===== src/rtl/fifo_rr_read_arbiter.sv =====
// Round-robin pop scheduler sharing one downstream push port among a FIFO bank.
// Programs FIFO thresholds, returns popped words two cycles later, traps errors.
module fifo_rr_read_arbiter #(
    parameter int NUM_FIFOS = 4,
    parameter int DATA_SIZE = 6,
    parameter int SEL_W     = 2
) (
    input  logic                           clk,
    input  logic                           reset_L,
    input  logic                           init,
    input  logic [DATA_SIZE-1:0]           cfg_almost_full,
    input  logic [DATA_SIZE-1:0]           cfg_almost_empty,
    input  logic [NUM_FIFOS-1:0]           fifo_empty,
    input  logic [NUM_FIFOS-1:0]           fifo_error,
    input  logic [NUM_FIFOS*DATA_SIZE-1:0] fifo_data,
    input  logic                           down_pause,
    output logic [DATA_SIZE-1:0]           umb_almost_full,
    output logic [DATA_SIZE-1:0]           umb_almost_empty,
    output logic [NUM_FIFOS-1:0]           read,
    output logic                           push_out,
    output logic [DATA_SIZE-1:0]           data_out,
    output logic [SEL_W-1:0]               grant_id,
    output logic                           idle,
    output logic                           error_out,
    output logic [7:0]                     push_count
);

    typedef enum logic [1:0] {
        INIT,
        IDLE,
        ACTIVE,
        ERROR
    } state_t;

    state_t               state;
    logic [SEL_W-1:0]     rr_ptr;
    logic [SEL_W-1:0]     rd_id;
    logic                 fetch_vld;
    logic [SEL_W-1:0]     fetch_id;
    logic [NUM_FIFOS-1:0] eligible;
    logic                 grant_vld;
    logic [SEL_W-1:0]     grant;
    logic [SEL_W-1:0]     cand;
    logic                 any_ready;
    logic                 any_error;
    logic                 in_flight;
    logic [DATA_SIZE-1:0] words [NUM_FIFOS];

    function automatic int wrap(input int v);
        return (v >= NUM_FIFOS) ? v - NUM_FIFOS : v;
    endfunction

    for (genvar g = 0; g < NUM_FIFOS; g++) begin : g_words
        assign words[g] = fifo_data[g*DATA_SIZE +: DATA_SIZE];
    end

    // The FIFO popped last cycle still shows its pre-pop empty flag.
    assign eligible  = ~fifo_empty & ~read;
    assign any_ready = ~&fifo_empty;
    assign any_error = |fifo_error;
    assign in_flight = (|read) | fetch_vld;
    assign idle      = (state == IDLE);
    assign error_out = (state == ERROR);

    always_comb begin
        grant_vld = 1'b0;
        grant     = '0;
        cand      = '0;
        for (int off = NUM_FIFOS - 1; off >= 0; off--) begin
            cand = SEL_W'(wrap(int'(rr_ptr) + off));
            if (eligible[cand]) begin
                grant_vld = 1'b1;
                grant     = cand;
            end
        end
    end

    always_ff @(posedge clk or posedge reset_L) begin
        if (reset_L) begin
            state            <= INIT;
            rr_ptr           <= '0;
            rd_id            <= '0;
            fetch_vld        <= 1'b0;
            fetch_id         <= '0;
            read             <= '0;
            push_out         <= 1'b0;
            data_out         <= '0;
            grant_id         <= '0;
            push_count       <= '0;
            umb_almost_full  <= '0;
            umb_almost_empty <= '0;
        end else begin
            read      <= '0;
            fetch_vld <= 1'b0;
            push_out  <= 1'b0;
            if (state != INIT && any_error) begin
                state <= ERROR;
            end else begin
                fetch_vld <= |read;
                fetch_id  <= rd_id;
                push_out  <= fetch_vld;
                if (fetch_vld) begin
                    data_out   <= words[fetch_id];
                    grant_id   <= fetch_id;
                    push_count <= push_count + 8'd1;
                end
                unique case (state)
                    INIT: begin
                        if (init) begin
                            umb_almost_full  <= cfg_almost_full;
                            umb_almost_empty <= cfg_almost_empty;
                        end else begin
                            state <= IDLE;
                        end
                    end
                    IDLE: begin
                        if (init) begin
                            state <= INIT;
                        end else if (any_ready && !down_pause) begin
                            state <= ACTIVE;
                        end
                    end
                    ACTIVE: begin
                        if (!down_pause && grant_vld) begin
                            read   <= NUM_FIFOS'(1) << grant;
                            rd_id  <= grant;
                            rr_ptr <= SEL_W'(wrap(int'(grant) + 1));
                        end else if (!any_ready && !in_flight) begin
                            state <= IDLE;
                        end
                    end
                    ERROR: ;
                endcase
            end
        end
    end

endmodule


===== config.mk =====
export PLATFORM = sky130hd
export DESIGN_NAME = fifo_rr_read_arbiter
export DESIGN_NICKNAME = d
export VERILOG_FILES = /design/src/rtl/fifo_rr_read_arbiter.sv
export SDC_FILE = /design/constraint.sdc
export NUM_CORES = 1
export LEC_CHECK = 0
export BUFFER_PORTS_ARGS = -buffer_cell sky130_fd_sc_hd__buf_2
export CAP_MARGIN = 30
export CORE_MARGIN = 2
export CORE_UTILIZATION = 51
export DETAILED_ROUTE_END_ITERATION = 12
export GPL_TIMING_DRIVEN = 0
export PLACE_DENSITY_LB_ADDON = 0.25
export SYNTH_ARGS = -nofsm -noshare
export SYNTH_HDL_FRONTEND = slang
export SYNTH_SLANG_ARGS = --single-unit

===== constraint.sdc =====
create_clock -name clk -period 3.61 [get_ports clk]
set_input_delay 0.5415 -clock clk [delete_from_list [all_inputs] [get_ports clk]]
set_output_delay 0.5415 -clock clk [all_outputs]
set_load 0.02 [all_outputs]

==> out/results.txt, run 1 <==
Outcome: complete, no violations
I/O pins: 83
Logic pwr share: 9.0%
Post-DRT Antenna Nets: 0
Final net count: 294
Area of the core: 3720 sq um
Final worst setup slack: 1770 ps
Final hold viol count: 0
Max_cap viols: 0
Clock root buffer: clkbuf_8
Crit Path Max Fanout: 8
Clock slew at reported path FFs: 80 ps
CP max-delay cell: nor4_4
TritonCTS buffer count: 5
Setup_tns: 0 ps
Fill cell count: 292
Final setup violating endpoints: 0
Yosys Warn Count: 0
Die H: 66.5 um
Layout cells sized above 1: 55.4%
Flop pwr share: 55.8%
Fin. max-slew vios: 0
Final Non-Filler Cells: 290
Longest Clk Path Bufs: 2
Maximum clock rate: 0.543 GHz
Post-Syn Area: 1990 sq um
Crit Path Class: input port to register
Worst endpoint required time: 3790 ps
VDD IR-drop max: 0.218 mV
Crit-path max cell delay: 440 ps
Total grt overflow: 0
Slew headroom: 43.7%
Clock tree sinks: 42
Leak pwr: 1.37 nW
First-pass GRT wire length: 6.08 mm
Net count after synthesis: 205
RePlAce Congestion: 0.741
Number of diodes: 0
Crit-path cells: buf_2 > nor4_4 > nand2_2 > nor4_4 > mux2_2
Worst min path class: input port to asynchronous set/reset pin
Final WL: 3.86 mm
CP delay by family, top: simple AND/OR/NAND/NOR gates
Internal: 0.669 mW
Die Wd: 66.5 um
Syn Area/Cell: 13.1 sq um
Crit path capture type: register
RSZ-0062 raised after global routing: false
Period utilisation layout: 51.0%
TritonRoute pass-1 iters: 4
Number of global-route vias before repair: 1,338
Fin crit period: 1840 ps
Post-CTS Resized: 0
Synth-to-Final Area Change: 28.2%
Worst skew pair latency: 290 ps
Clock power frac: 35.2%
Final Core Density: 68.8%
Switching power total: 0.192 mW
Yosys cell types: 32
Wire length per cell: 13.3 um
Crit path DAT: 2020 ps
Post-CTS Setup Inserts: 0
DR vias: 1,529
Post-DR vias/cell: 5.27
Cell mode on critical path: nor4_4
Clock skew: 4.43 ps
Cells after Synth: 152
GRT Total Usage: 18.6%
H-Tree Depth: 2
PwrDens: 337 nW/um^2
Sw frac: 22.3%
Rows: 22
Yosys reg bits: 42
Post-synthesis sequential area ratio: 52.7%
Starting density of the core: 53.7%
CP bufs+invs: 1
Worst Setup Start Kind: input port
Largest net degree at the start of global routing: 43
CTS tree: built
Die area: 4430 sq um
DRT iter0 DRCs: 76
Slew @ Worst Pin: 844 ps
Dpl cells: 282
Dpl ws: 1450 ps
DP HPWL: 3.01 mm
IO buf count: 82
Initial antenna violation count: 0
Hold buffers post-CTS: 0
DRC viols: 0
## area by class of cell
type | count | area, sq um | area share [%]
Multi-Input combinational cell | 99 | 900 | 35.2
Timing Repair Buffer | 82 | 410 | 16.1
Tap cell | 48 | 60.1 | 2.35
Sequential cell | 42 | 1050 | 41.1
Buffer | 4 | 17.5 | 0.685
Clock buffer | 7 | 86.3 | 3.38
Inverter | 7 | 26.3 | 1.03
Clock inverter | 1 | 5.00 | 0.196
## sequential cells by signal, indices dropped and copies added, names as in the netlist, 2 cells and up
signal / count
state: 2
rr_ptr: 2
umb_almost_full: 6
fetch_id: 2
grant_id: 2
read: 4
umb_almost_empty: 6
rd_id: 2
push_count: 8
data_out: 6
## logic make-up after synthesis
family / synth area share, %
compound gates: 3.20
xor+xnor: 3.07
fa+ha+maj: 3.14
buf+inv: 2.20
flops: 52.7
mux: 22.0
simple gates: 13.7
## cell usage after synthesis
| cell type | instances | share of area, % |
|---|---|---|
| and2b_1 | 1 | 0.38 |
| and2_1 | 1 | 0.31 |
| nand3_1 | 6 | 1.5 |
| o22ai_1 | 2 | 0.63 |
| ha_1 | 5 | 3.1 |
| nor2_1 | 11 | 2.1 |
| a21boi_0 | 1 | 0.38 |
| nand2_2 | 1 | 0.31 |
| xor2_1 | 6 | 2.6 |
| and2_2 | 4 | 1.5 |
| nor4b_1 | 1 | 0.44 |
| or2_2 | 1 | 0.31 |
| a21oi_1 | 2 | 0.50 |
| buf_1 | 1 | 0.19 |
| xnor2_1 | 1 | 0.44 |
| mux2_2 | 27 | 15 |
| o221ai_1 | 1 | 0.44 |
| o311ai_0 | 1 | 0.44 |
| nand2_1 | 3 | 0.56 |
| nor4_1 | 3 | 0.94 |
| or4_1 | 1 | 0.38 |
| dfrtp_1 | 42 | 53 |
| mux4_2 | 6 | 6.8 |
| o21a_1 | 1 | 0.38 |
| nor3_1 | 7 | 1.8 |
| nand2b_1 | 2 | 0.63 |
| nor4_4 | 2 | 2.1 |
| buf_2 | 2 | 0.50 |
| clkbuf_1 | 1 | 0.19 |
| and4_1 | 1 | 0.44 |
| inv_1 | 7 | 1.3 |
| o21ai_2 | 1 | 0.44 |
## layer usage
metal / vias up / global-route usage [%] / part of all wire, %
li1: 726 / - / -
met1: 732 / 22.5 / 40
met2: 57 / 32.0 / 52
met3: 14 / 4.90 / 5.8
met4: 0 / 6.63 / 2.0
met5: - / 0 / 0
## power groups by stage
stage	Sequential, mW	Combinational, mW	Clock, mW
after floorplan	0.499	0.0287	0
after global placement	0.489	0.0760	0
after detailed placement	0.490	0.0787	0
after CTS	0.480	0.0788	0.312
after global routing	0.481	0.0858	0.328
final	0.480	0.0775	0.303
## stage by stage
stage,cell area [sq um],hold slack (ps),power (mW)
2_1_floorplan,1990,477,0.528
3_3_place_gp,2460,452,0.565
3_5_place_dp,2460,457,0.568
6_report,2560,421,0.861
5_1_grt,2560,481,0.895
4_1_cts,2560,447,0.871
## worst paths after layout
| check | cells after the start | start | to | slack [ps] |
|---|---|---|---|---|
| setup / recovery | 5 | fifo_error[1] | rd_id[0] | 1770 |
| hold / removal | 2 | reset_L | push_count[7] | 420 |
| setup reg to reg | 5 | read[3] | rr_ptr[1] | 1820 |
| hold reg to reg | 1 | push_count[7] | push_count[7] | 470 |
| max in group asynchronous | 2 | reset_L | umb_almost_empty[0] | 2660 |
| min in group clk | 1 | push_count[7] | push_count[7] | 470 |
## cells in the final DEF (no fill, tap or decap), types with 2 or more instances in the layout
master / count
inv_1: 6
mux4_2: 6
mux2_2: 27
nor3_1: 7
buf_2: 84
nor2_1: 11
o22ai_1: 2
a21oi_1: 2
clkbuf_8: 6
nand2_1: 3
ha_1: 5
dfrtp_1: 42
clkbuf_1: 2
nor4_1: 3
and2_2: 4
nor4_4: 2
nand2b_1: 2
nand3_1: 6
xor2_1: 6
## worst reg2reg max path, delay by kind of cell (launching register included)
kind                       cells  cell delay, ps
DFF                            1             410
adders and majority gates      1             250
AOI/OAI and AO/OA              2             450
muxes                          1             250
and+or+nand+nor                1             320
Power figures use the tool's default switching activity.
==> run 2: changes to the inputs <==
--- a/config.mk
+++ b/config.mk
@@ -8,7 +8,7 @@
 export BUFFER_PORTS_ARGS = -buffer_cell sky130_fd_sc_hd__buf_2
 export CAP_MARGIN = 30
 export CORE_MARGIN = 2
-export CORE_UTILIZATION = 51
+export CORE_UTILIZATION = 47
 export DETAILED_ROUTE_END_ITERATION = 12
 export GPL_TIMING_DRIVEN = 0
 export PLACE_DENSITY_LB_ADDON = 0.25
==> constraint.sdc (replaced) <==
create_clock -name clk -period 1.73 [get_ports clk]
set_input_delay 0.2595 -clock clk [delete_from_list [all_inputs] [get_ports clk]]
set_output_delay 0.2595 -clock clk [all_outputs]
set_load 0.02 [all_outputs]
==> run 2 against run 1 <==
  * Sequential cell count unchanged
  * Final cell count increased by 1.4%
  * Setup slack got worse by 1700 ps
  * Die area increased by 8.0%
  * Wire length increased by 1.2%
  * Sequential share of layout area decreased by 0.73 points
  * Via count decreased by 1.8%
  * Global-route usage decreased by 0.87 points
  * Cell area increased by 1.8%
  * Highest routed layer unchanged
==> out/results.txt, run 2 (synthesis results as in run 1) <==
Initial antenna violation count: 0 (unchanged)
Crit path capture type: register
Layout cells sized above 1: 57.8% (+2.4 points)
DRT iter0 DRCs: 69 (-9.2%)
Final setup violating endpoints: 0 (unchanged)
CP delay by family, top: flip-flops
Total grt overflow: 0 (unchanged)
Post-DR vias/cell: 5.11 (-3.2%)
CP bufs+invs: 1 (unchanged)
Die area: 4780 sq um (+8.0%)
Crit-path cells: nor4b_2 > a21oi_1 > nand3_2 > inv_2 > ha_1 > mux2_2
Commonest non-fill, non-tap cell in the layout: buf_2
Wire length per cell: 13.3 um (-0.18%)
Clock slew at reported path FFs: 80 ps (about the same)
Starting density of the core: 49.5% (-4.2 points)
PwrDens: 681 nW/um^2 (+100%)
Final hold viol count: 0 (unchanged)
Leak pwr: 1.39 nW (+1.3%)
H-Tree Depth: 2 (unchanged)
TritonCTS buffer count: 5 (unchanged)
DRC viols: 0 (unchanged)
Setup_tns: 0 ps (unchanged)
Crit Path Max Fanout: 5 (-3)
Clock skew: 11.8 ps (+7.33 ps)
Largest net degree at the start of global routing: 43 (unchanged)
Commonest cells after routing, fill and taps aside: buf_2 (83), dfrtp_1 (42), mux2_2 (27), nor2_1 (11), nor3_1 (7)
Outcome: complete, no violations
Worst min path class: input port to asynchronous set/reset pin
DR vias: 1,501 (-1.8%)
First-pass GRT wire length: 6.87 mm (+13%)
Fin. max-slew vios: 0 (unchanged)
VDD IR-drop max: 0.362 mV (+66%)
Number of diodes: 0 (unchanged)
Fin crit period: 1610 ps
CP max-delay cell: dfrtp_1
I/O pins: 83 (unchanged)
Crit-path max cell delay: 430 ps (about the same)
Post-DRT Antenna Nets: 0 (unchanged)
Number of global-route vias before repair: 1,593 (+19%)
Maximum clock rate: 0.619 GHz
Worst endpoint required time: 1910 ps (-1880 ps)
IO buf count: 82 (unchanged)
Rows: 23 (+4.5%)
Largest reg by FF count: push_count
Die Wd: 69.1 um (+3.9%)
Worst skew pair latency: 300 ps (about the same)
RePlAce Congestion: 0.763 (+2.9%)
Synth-to-Final Area Change: 30.5%
Clock tree sinks: 42 (unchanged)
Crit Path Class: register to register
Slew headroom: 44.4% (+0.74 points)
Die H: 69.1 um (+3.9%)
CTS tree: built
Crit path DAT: 1790 ps (-230 ps)
Final WL: 3.90 mm (+1.2%)
Final net count: 296 (+0.68%)
Period utilisation layout: 93.3%
DP HPWL: 3.04 mm (+1.2%)
Area of the core: 4030 sq um (+8.4%)
R2R Setup Slk: 120 ps (-1700 ps)
Power Total: 1.77 mW (+110%)
Worst Setup Start Kind: register
TritonRoute pass-1 iters: 4 (unchanged)
Slew @ Worst Pin: 833 ps (-11.1 ps)
Max reg flops: 8 (unchanged)
Longest Clk Path Bufs: 2 (unchanged)
Max_cap viols: 0 (unchanged)
Clock root buffer: clkbuf_8
RSZ-0062 raised after global routing: true
GRT Total Usage: 17.7% (-0.87 points)
## run 2: changes by cell type in the layout (fill, tap and decap cells not counted), sizes merged
| cell | previous run | this run |
|---|---|---|
| buf | 85 | 87 |
| clkbuf | 8 | 7 |
| clkinv | 1 | 2 |
## run 2: worst paths after layout
check	start	endpoint	cells after the start
max	rr_ptr[0]	rr_ptr[1]	6
min	reset_L	push_count[4]	2
max reg2reg	rr_ptr[0]	rr_ptr[1]	6
min reg2reg	push_count[7]	push_count[7]	1
max in group asynchronous	reset_L	fetch_vld	2
min in group clk	cfg_almost_full[4]	umb_almost_full[4]	2
## run 2: routing by layer
metal  global-route usage [%]  routed length [um]  up-vias
met4                     6.54                  66        0
met5                        0                   0        -
met3                     3.80                 307        7
met1                     22.1                1610      703
li1                         -                   -      724
met2                     30.3                1910       67
## run 2: power by group
| part | switching [mW] | internal, mW | total, mW |
|---|---|---|---|
| logic | 0.0846 | 0.0816 | 0.166 |
| clock network | 0.319 | 0.284 | 0.604 |
| registers | 0.00623 | 0.996 | 1.00 |
## run 2: cell type report
class | instances | area (sq um)
Multi-Input combinational cell | 99 | 927
Sequential cell | 42 | 1050
Buffer | 3 | 16.3
Timing Repair Buffer | 85 | 433
Clock inverter | 2 | 13.8
Clock buffer | 6 | 72.6
Tap cell | 50 | 62.6
Fill cell | 322 | 1430
Inverter | 7 | 26.3
## run 2: timing repair
item | in CTS | in global routing
buffers inserted | 0 | 3
endpoints found under the setup margin | 9 | 10
resized for setup | 3 | 4
hold buffers | 0 | 0
pin swaps | 1 | 4
## run 2: through the flow
stage	cells	area [sq um]	worst slack, ps	util [%]	hold slack [ps]
3_3_place_gp	284	2470	-135	61.2	457
6_report	294	2600	115	64.6	119
5_1_grt	294	2600	-29.7	64.6	197
3_5_place_dp	284	2470	-170	61.2	462
4_1_cts	291	2570	6.53	63.8	152
2_1_floorplan	152	1990	10.9	-	411
